$ cat src/rtl/riscv_pkg.sv
// Shared RV32 definitions: M-extension funct3 encodings, mul/div FSM states and
// sign helpers used by the iterative multiply/divide unit.
package riscv_pkg;

   localparam int RV_XLEN = 32;

   localparam logic [2:0] F3_MUL    = 3'b000;
   localparam logic [2:0] F3_MULH   = 3'b001;
   localparam logic [2:0] F3_MULHSU = 3'b010;
   localparam logic [2:0] F3_MULHU  = 3'b011;
   localparam logic [2:0] F3_DIV    = 3'b100;
   localparam logic [2:0] F3_DIVU   = 3'b101;
   localparam logic [2:0] F3_REM    = 3'b110;
   localparam logic [2:0] F3_REMU   = 3'b111;

   typedef enum logic [1:0] {
      IDLE = 2'd0,
      BUSY = 2'd1,
      DONE = 2'd2
   } muldiv_state_t;

   // Magnitude of x when it is to be read as signed; raw value otherwise.
   function automatic logic [RV_XLEN-1:0] abs_val(input logic [RV_XLEN-1:0] x,
                                                  input logic is_signed);
      return (is_signed && x[RV_XLEN-1]) ? -x : x;
   endfunction

   function automatic logic [2*RV_XLEN-1:0] negate(input logic [2*RV_XLEN-1:0] x,
                                                   input logic en);
      return en ? -x : x;
   endfunction

endpackage

$ cat src/rtl/muldiv_unit.sv
// Iterative RV32M multiply/divide unit: one shared 2*XLEN shift register runs
// XLEN shift-add (multiply) or restoring-subtract (divide) steps per operation.
module muldiv_unit
   import riscv_pkg::*;
#(
   parameter int XLEN = RV_XLEN
) (
   input  logic            clk,
   input  logic            rst,
   input  logic            start,
   input  logic [2:0]      funct3,
   input  logic [XLEN-1:0] op_a,
   input  logic [XLEN-1:0] op_b,
   input  logic [4:0]      rd_in,
   output logic            busy,
   output logic            done,
   output logic [XLEN-1:0] result,
   output logic [4:0]      rd_out,
   output muldiv_state_t   state_dbg
);

   // Handshake: start is taken only while busy=0; busy stays high from the cycle
   // after accept through the done cycle; done is a one-cycle pulse qualifying
   // result/rd_out. A start seen while busy=1 is dropped, never queued.

   localparam int CW = $clog2(XLEN) + 1;
   localparam int AW = 2 * XLEN;

   muldiv_state_t   state_q, state_d;
   logic [CW-1:0]   cnt_q, cnt_d;
   logic [AW-1:0]   acc_q, acc_d;
   logic [XLEN-1:0] opb_q, opb_d;
   logic [2:0]      f3_q, f3_d;
   logic            neg_q, neg_d;
   logic [4:0]      rd_q, rd_d;
   logic [XLEN-1:0] result_q, result_d;

   logic            a_signed, b_signed, a_neg, b_neg, fast, last_iter;
   logic [XLEN-1:0] mag_a, mag_b, fast_res, div_sel, result_fin;
   logic [XLEN:0]   mul_sum, div_trial;
   logic [AW-1:0]   mul_step, div_step, acc_step, fin_full;

   always_comb begin
      a_signed = (funct3 != F3_MULHU) && !(funct3[2] && funct3[0]);
      b_signed = a_signed && (funct3 != F3_MULHSU);
      a_neg    = a_signed && op_a[XLEN-1];
      b_neg    = b_signed && op_b[XLEN-1];
      mag_a    = abs_val(op_a, a_signed);
      mag_b    = abs_val(op_b, b_signed);
      fast     = 1'b0;
      fast_res = '0;
      if (funct3[2]) begin
         if (op_b == '0) begin
            fast     = 1'b1;
            fast_res = funct3[1] ? op_a : '1;
         end else if (b_signed && (op_a == {1'b1, {(XLEN-1){1'b0}}}) && (op_b == '1)) begin
            fast     = 1'b1;
            fast_res = funct3[1] ? '0 : op_a;
         end
      end
   end

   // Multiply: low half holds the shrinking multiplier, high half accumulates.
   // Divide: high half is the partial remainder, low half dividend/quotient.
   always_comb begin
      mul_sum   = {1'b0, acc_q[AW-1:XLEN]} + (acc_q[0] ? {1'b0, opb_q} : '0);
      mul_step  = {mul_sum, acc_q[XLEN-1:1]};
      div_trial = acc_q[AW-2:XLEN-1] - {1'b0, opb_q};
      div_step  = div_trial[XLEN] ? {acc_q[AW-2:0], 1'b0}
                                  : {div_trial[XLEN-1:0], acc_q[XLEN-2:0], 1'b1};
      acc_step  = f3_q[2] ? div_step : mul_step;
      div_sel   = f3_q[1] ? acc_step[AW-1:XLEN] : acc_step[XLEN-1:0];
      fin_full  = negate(f3_q[2] ? {{XLEN{1'b0}}, div_sel} : acc_step, neg_q);
      result_fin = (f3_q[2] || (f3_q[1:0] == 2'b00)) ? fin_full[XLEN-1:0]
                                                     : fin_full[AW-1:XLEN];
      last_iter = (cnt_q == CW'(XLEN - 1));
   end

   always_comb begin
      state_d  = state_q;
      cnt_d    = cnt_q;
      acc_d    = acc_q;
      opb_d    = opb_q;
      f3_d     = f3_q;
      neg_d    = neg_q;
      rd_d     = rd_q;
      result_d = result_q;
      case (state_q)
         IDLE: begin
            if (start) begin
               f3_d  = funct3;
               rd_d  = rd_in;
               neg_d = (funct3 == F3_REM) ? a_neg : (a_neg ^ b_neg);
               cnt_d = '0;
               opb_d = mag_b;
               acc_d = {{XLEN{1'b0}}, mag_a};
               if (fast) begin
                  result_d = fast_res;
                  state_d  = DONE;
               end else begin
                  state_d = BUSY;
               end
            end
         end
         BUSY: begin
            acc_d = acc_step;
            cnt_d = cnt_q + CW'(1);
            if (last_iter) begin
               result_d = result_fin;
               state_d  = DONE;
            end
         end
         DONE:    state_d = IDLE;
         default: state_d = IDLE;
      endcase
   end

   always_ff @(posedge clk or posedge rst) begin
      if (rst) begin
         state_q  <= IDLE;
         cnt_q    <= '0;
         acc_q    <= '0;
         opb_q    <= '0;
         f3_q     <= '0;
         neg_q    <= 1'b0;
         rd_q     <= '0;
         result_q <= '0;
      end else begin
         state_q  <= state_d;
         cnt_q    <= cnt_d;
         acc_q    <= acc_d;
         opb_q    <= opb_d;
         f3_q     <= f3_d;
         neg_q    <= neg_d;
         rd_q     <= rd_d;
         result_q <= result_d;
      end
   end

   assign busy      = (state_q != IDLE);
   assign done      = (state_q == DONE);
   assign result    = result_q;
   assign rd_out    = rd_q;
   assign state_dbg = state_q;

endmodule

$ cat config.mk
export PLATFORM = sky130hd
export DESIGN_NAME = muldiv_unit
export DESIGN_NICKNAME = d
export VERILOG_FILES = /design/src/rtl/riscv_pkg.sv /design/src/rtl/muldiv_unit.sv
export SDC_FILE = /design/constraint.sdc
export NUM_CORES = 1
export LEC_CHECK = 0
export BUFFER_PORTS_ARGS = -buffer_cell sky130_fd_sc_hd__buf_2
export CAP_MARGIN = 15
export CORE_ASPECT_RATIO = 0.75
export CORE_MARGIN = 2
export CORE_UTILIZATION = 60
export DETAILED_ROUTE_END_ITERATION = 8
export GPL_TIMING_DRIVEN = 1
export PLACE_DENSITY = 0.9
export SETUP_SLACK_MARGIN = 0.05
export SLEW_MARGIN = 20
export SYNTH_ARGS = -nofsm -noshare
export SYNTH_HDL_FRONTEND = slang
export SYNTH_SLANG_ARGS = --single-unit
$ cat constraint.sdc
create_clock -name clk -period 6.5 [get_ports clk]
set_input_delay 1.3 -clock clk [delete_from_list [all_inputs] [get_ports clk]]
set_output_delay 1.3 -clock clk [all_outputs]
set_load 0.1 [all_outputs]
# Yosys cells after proc, flatten, opt, wreduce, memory -nomap -nowiden
# Cells that the tools add are included.
# W data, S select, Z words.
[word_totals] regBits=145 input_bits=75 out_inout_bits=41 wordCells=74
[op_classes] n_addsub=6 eq_ne=11 mux=30 bitwise=1 reduce_logical=18
[ops] op="$mux W32" n=13
[ops] op="$mux W64" n=5
[ops] op="$pmux W64 S2" n=1
[ops] op="$eq A32 B32 Y1 const B" n=2
[ops] op="$neg A32 Y32" n=2
[ops] op="$neg A64 Y64" n=1
[ops] op="$pmux W32 S2" n=1
[ops] op="$add A32 B32 Y33" n=1
[ops] op="$sub A32 B32 Y33" n=1
[ops] op="$logic_not A32 Y1" n=1
[ops] op="$pmux W6 S2" n=1
[ops] op="$logic_and A1 B1 Y1" n=7
[ops] op="$add A6 B1 Y6 const B" n=1
[ops] op="$eq A6 B5 Y1 const B" n=1
[ops] op="$mux W2" n=3
[ops] op="$mux W6" n=1
[ops] op="$ne A2 B2 Y1 const B" n=3
[ops] op="$ne A3 B2 Y1 const B" n=2
[ops] op="$reduce_and A2 Y1" n=3
[ops] op="$logic_not A2 Y1" n=2
[ops] op="$mux W1" n=4
[ops] op="$pmux W2 S2" n=1
[ops] op="$reduce_and A4 Y1" n=1
[ops] op="$reduce_bool A2 Y1" n=2
[ops] op="6 further kinds" n=6

# Longest topological paths before layout
[depth] depth_word=12 mapped_depth=25 ltp_nobuf=21

# Least setup slack after synthesis
# OpenSTA, ideal clock, no wires.
[synth_path] path_type="flip-flop to flip-flop" from="register acc_q[62]" to="register result_q[26] (netlist: result[26])" setup_time_ns=0.129 t_arrival_ns=5.503 required_ns=6.371 setup_slack_ns=0.868 path_stages_with_launch=23 path_buffers=4 period_less_slack_ns=5.632 cell_sequence="dfrtp_1 -> ha_1 -> buf_6 -> a21o_1 -> a31oi_1 -> a21bo_2 -> nor3_4 -> a21o_1 -> buf_1 -> clkbuf_1 -> clkbuf_1 -> o21ai_0 -> mux2i_1 -> ha_1 -> nand2_1 -> nor4_1 -> o2bb2ai_1 -> or3_1 -> or2_2 -> or4_1 -> or4_1 -> a21oi_1 -> o21ai_0"
[synth_between] elab_chain_len=10 word_cells_on_any_way=11 cone_classes="add/sub: 3; mux: 8"
[synth_rtl] element="start, declared" line="muldiv_unit.sv:31" source="logic [AW-1:0] acc_q, acc_d;"
[synth_rtl] element="start signal, assigned" line="muldiv_unit.sv:122" source="acc_q <= '0;"
[synth_rtl] element="start signal, assigned" line="muldiv_unit.sv:131" source="acc_q <= acc_d;"
[synth_rtl] element="$sub A32 B32 Y33" line="muldiv_unit.sv:68" source="div_trial = acc_q[AW-2:XLEN-1] - {1'b0, opb_q};"
[synth_rtl] element="$mux W64" line="muldiv_unit.sv:69" source="div_step = div_trial[XLEN] ? {acc_q[AW-2:0], 1'b0}"
[synth_rtl] element="$mux W64 *" line="muldiv_unit.sv:71" source="acc_step = f3_q[2] ? div_step : mul_step;"
[synth_rtl] element="$mux W32" line="muldiv_unit.sv:72" source="div_sel = f3_q[1] ? acc_step[AW-1:XLEN] : acc_step[XLEN-1:0];"
[synth_rtl] element="$mux W64 *" line="muldiv_unit.sv:73" source="fin_full = negate(f3_q[2] ? {{XLEN{1'b0}}, div_sel} : acc_step, neg_q);"
[synth_rtl] element="$neg A64 Y64" line="riscv_pkg.sv:30" source="return en ? -x : x;"
[synth_rtl] element="$mux W64 *" line="riscv_pkg.sv:30"
[synth_rtl] element="$mux W32 *" line="muldiv_unit.sv:74" source="result_fin = (f3_q[2] || (f3_q[1:0] == 2'b00)) ? fin_full[XLEN-1:0]"
[synth_rtl] element="$mux W32 *" line="muldiv_unit.sv:108" source="if (last_iter) begin"
[synth_rtl] element="$pmux W32 S2 *" line="muldiv_unit.sv:88" source="case (state_q)"
[synth_rtl] element="end signal, assigned" line="muldiv_unit.sv:136" source="result_q <= result_d;"
[synth_rtl] element="end, declared" line="muldiv_unit.sv:36" source="logic [XLEN-1:0] result_q, result_d;"
# Every way passes the cells marked *; elsewhere a longest branch is shown, timed or not. The select of a mux whose other input is x is not followed.
# A chain may end at the register's enable or synchronous reset.

# Worst setup path after layout
[layout_path] from="register acc_q[31]" to="register result_q[26] (netlist: result[26])"
# Same word-level chain as after synthesis.

==> results.cfg <==
[synth]
synth_commonest_cells = nand2_1, nor2_1, a21oi_1
yosysTopAreaCell = dfrtp_1
async_flop_share = 1.00
ys_seq_elements = 145
synth_area_leaders = dfrtp_1, a21oi_1, nand2_1
synth_seq_area_share = 0.232
yosysWarnings = 0
syn_area_um2 = 15600
syn_nets = 2324
synth.most_common_cell = nand2_1
synth_top_area_share = 0.232
ys.flop_type = dfrtp_1
syn_inst = 2177
synth-edff-count = 0
synth.distinct_cells = 85
syn_area_per_cell_um2 = 7.18

[sta]
post-route-period-util = 0.947
finClkSkew_ns = 0.0174
worst_slew_pin_slew_ns = 1.04
final.setup.worst_slack_ns = 0.344
drv_slew = 0
slew_headroom = 0.304
totalNegativeSetupSlack_ns = 0
setup_viol = 0
period_needed_ns = 6.16
fmax_mhz = 162
hold_viol = 0
rsz0062_at_grt = false

[route]
avgRoutedWirePerCell_um = 25.1
routed_via_density = 7.02
ant_nets = 0
drtIter0Drc = 2860
via_count = 18200
routed_wl_um = 64900
drt_pass1_iterations = 6
drc = 0

[critical_path]
cp-endpoint = result[26]
worstSetupPathType = register to register
crit_required_ns = 6.82
rr_worst_depth = 21
path_depth = 21
critPathArrivalTime_ns = 6.48
worstPathCellList = inv_1 > ha_1 > fa_1 > nand2b_1 > a21oi_1 > o21ai_1 > a21o_1 > a21o_2 > nand2_1 > o21ai_0 > mux2i_1 > ha_1 > nand2_1 > nor4_1 > o2bb2ai_1 > or3_1 > or2_2 > or4_1 > or4_1 > a21oi_1 > o21ai_0
crit_path_end_kind = register
worstReg2RegStart = acc_q[31]
path_delay_family = simple AND/OR/NAND/NOR gates
slowest_stage = or4_1
timing.reg2reg.setup_slack_ns = 0.34
timing.rr.end = result[26]
startpoint_type = register
cp-startpoint = acc_q[31]
max_stage_delay_ns = 0.53
critPathBufInv = 1
cp_max_fo = 17

[clock_tree]
clock_path_buffers = 2
clk_latency_ns = 0.46
cts_sinks = 145
htreeDepth = 4
numCtsBuffers = 17
cts_tree = built
cts_hold_buf = 0
clk_root_buffer_cell = clkbuf_16
post_cts_buffers = 0
clkTransAtPathRegs_ns = 0.07

[grt]
busiest_layer = met2
gr-usage-met3 = 0.154
track_usage = 0.470
grt_use_met2 = 0.675
first_global_vias = 16600
grt_pass1_wl_um = 97600
gr-total-overflow = 0
antenna_found_initial = 0
grt_max_degree = 77
met1_usage = 0.639

[floorplan]
ios = 116
die-area_um2 = 27400
rows = 51
die_y_um = 144
die_w_um = 190
core_area_um2 = 25800
start_util = 0.606

[layout]
fillerInstances = 2262
design_area_um2 = 17200
final_nets = 2376
multi_input_area_um2 = 11200
areaGrowthSynthToFinish_pct = 10.1
drive_above_1_share = 0.122
seqCellArea_um2 = 3630

[min_path]
hold_path.class = register to register

[place]
gp_congestion = 1.06
placed_cell_area_um2 = 16500
port_buffers = 115
place_hpwl_um = 49100
post-place-ws_ns = 0.518

[status]
status = finished, final reports clean

[pwr]
leakagePower_nw = 7.26
power_mw = 11.0
vdd_drop_max_mv = 0.477
p_per_area_nw_per_um2 = 638

[job]
maxCapViolCount = 0
[cell type report]
class | instances | area share
inverter | 60 | 0.0134
clock buffer | 20 | 0.0265
clock inverter | 12 | 0.0119
timing repair buffer | 171 | 0.0586
antenna | 1 | 0.000145
multi-input combinational | 1834 | 0.653
sequential | 145 | 0.211
tap | 344 | 0.0250
[layout by cell type (no fill, tap or decap), types with 11 or more instances in the layout]
master and instances:
a22oi_1 21, nand2_1 263, inv_1 56, nand2b_1 20, clkbuf_16 17, a211oi_1 18
xnor2_1 63, dfrtp_1 144, nor2b_1 17, buf_4 55, mux2i_1 35, nor4_1 32
or3_1 28, or2_2 14, o31ai_1 38, nand3_1 53, ha_1 70, o211ai_1 26
a31oi_1 25, o21a_1 15, nor3_1 64, nor2_1 248, buf_2 115, nand4_1 28
xor2_1 66, a21o_1 25, o21ai_0 182, a21boi_0 11, a21oi_1 205, mux2_2 35
and3_1 12, o22ai_1 16, and2_1 43
[worst min path at each step]
| stage | start | to | cells past startpoint |
|---|---|---|---|
| after global placement | result[13] | result[13] | 1 |
| final | result[12] | result[12] | 1 |
| after CTS | result[12] | result[12] | 1 |
| after global routing | result[12] | result[12] | 1 |
| after detailed placement | result[12] | result[12] | 1 |
| after floorplan | acc_q[63] | acc_q[63] | 2 |
[routing by layer]
metal | vias up | share of wire
met5 | - | 0
met1 | 8492 | 0.40
met3 | 276 | 0.14
li1 | 8034 | -
met2 | 1352 | 0.41
met4 | 0 | 0.050
[power by group]
part | internal (mW) | total, mW | leakage, nW | switching (mW)
Clock | 0.705 | 1.17 | 0.317 | 0.468
Sequential | 1.30 | 1.75 | 1.79 | 0.449
Combinational | 2.49 | 8.05 | 5.15 | 5.56
Total | 4.50 | 11.0 | 7.26 | 6.48
[cells by family after synthesis]
logic type / after synthesis / share of synthesized area
flip-flops: 145 / 0.232
multiplexers: 71 / 0.0483
AO/OA/AOI/OAI: 691 / 0.274
buffers and inverters: 198 / 0.0506
XOR/XNOR: 129 / 0.0723
AND/OR/NAND/NOR: 871 / 0.264
adder cells (fa/ha/maj): 72 / 0.0586
[metrics by stage]
stage | util | hold WS, ns | instances
6_report | 0.667 | 0.502 | 2587
5_1_grt | 0.667 | 0.518 | 2586
3_3_place_gp | 0.642 | 0.475 | 2554
3_5_place_dp | 0.642 | 0.484 | 2554
4_1_cts | 0.667 | 0.502 | 2586
2_1_floorplan | - | 0.456 | 2177
[state kept, by name, summed over array words and instances, names as in the netlist]
name / count
acc_q: 64
cnt_q: 6
f3_q: 3
neg_q: 1
opb_q: 32
rd_out: 5
result: 32
state_dbg: 2
[what timing repair did]
action	in CTS	in global routing
endpoints found under the setup margin	0	1
hold endpoints to repair	0	0
gates resized for setup	0	1
(Power assumes the default switching activity.)
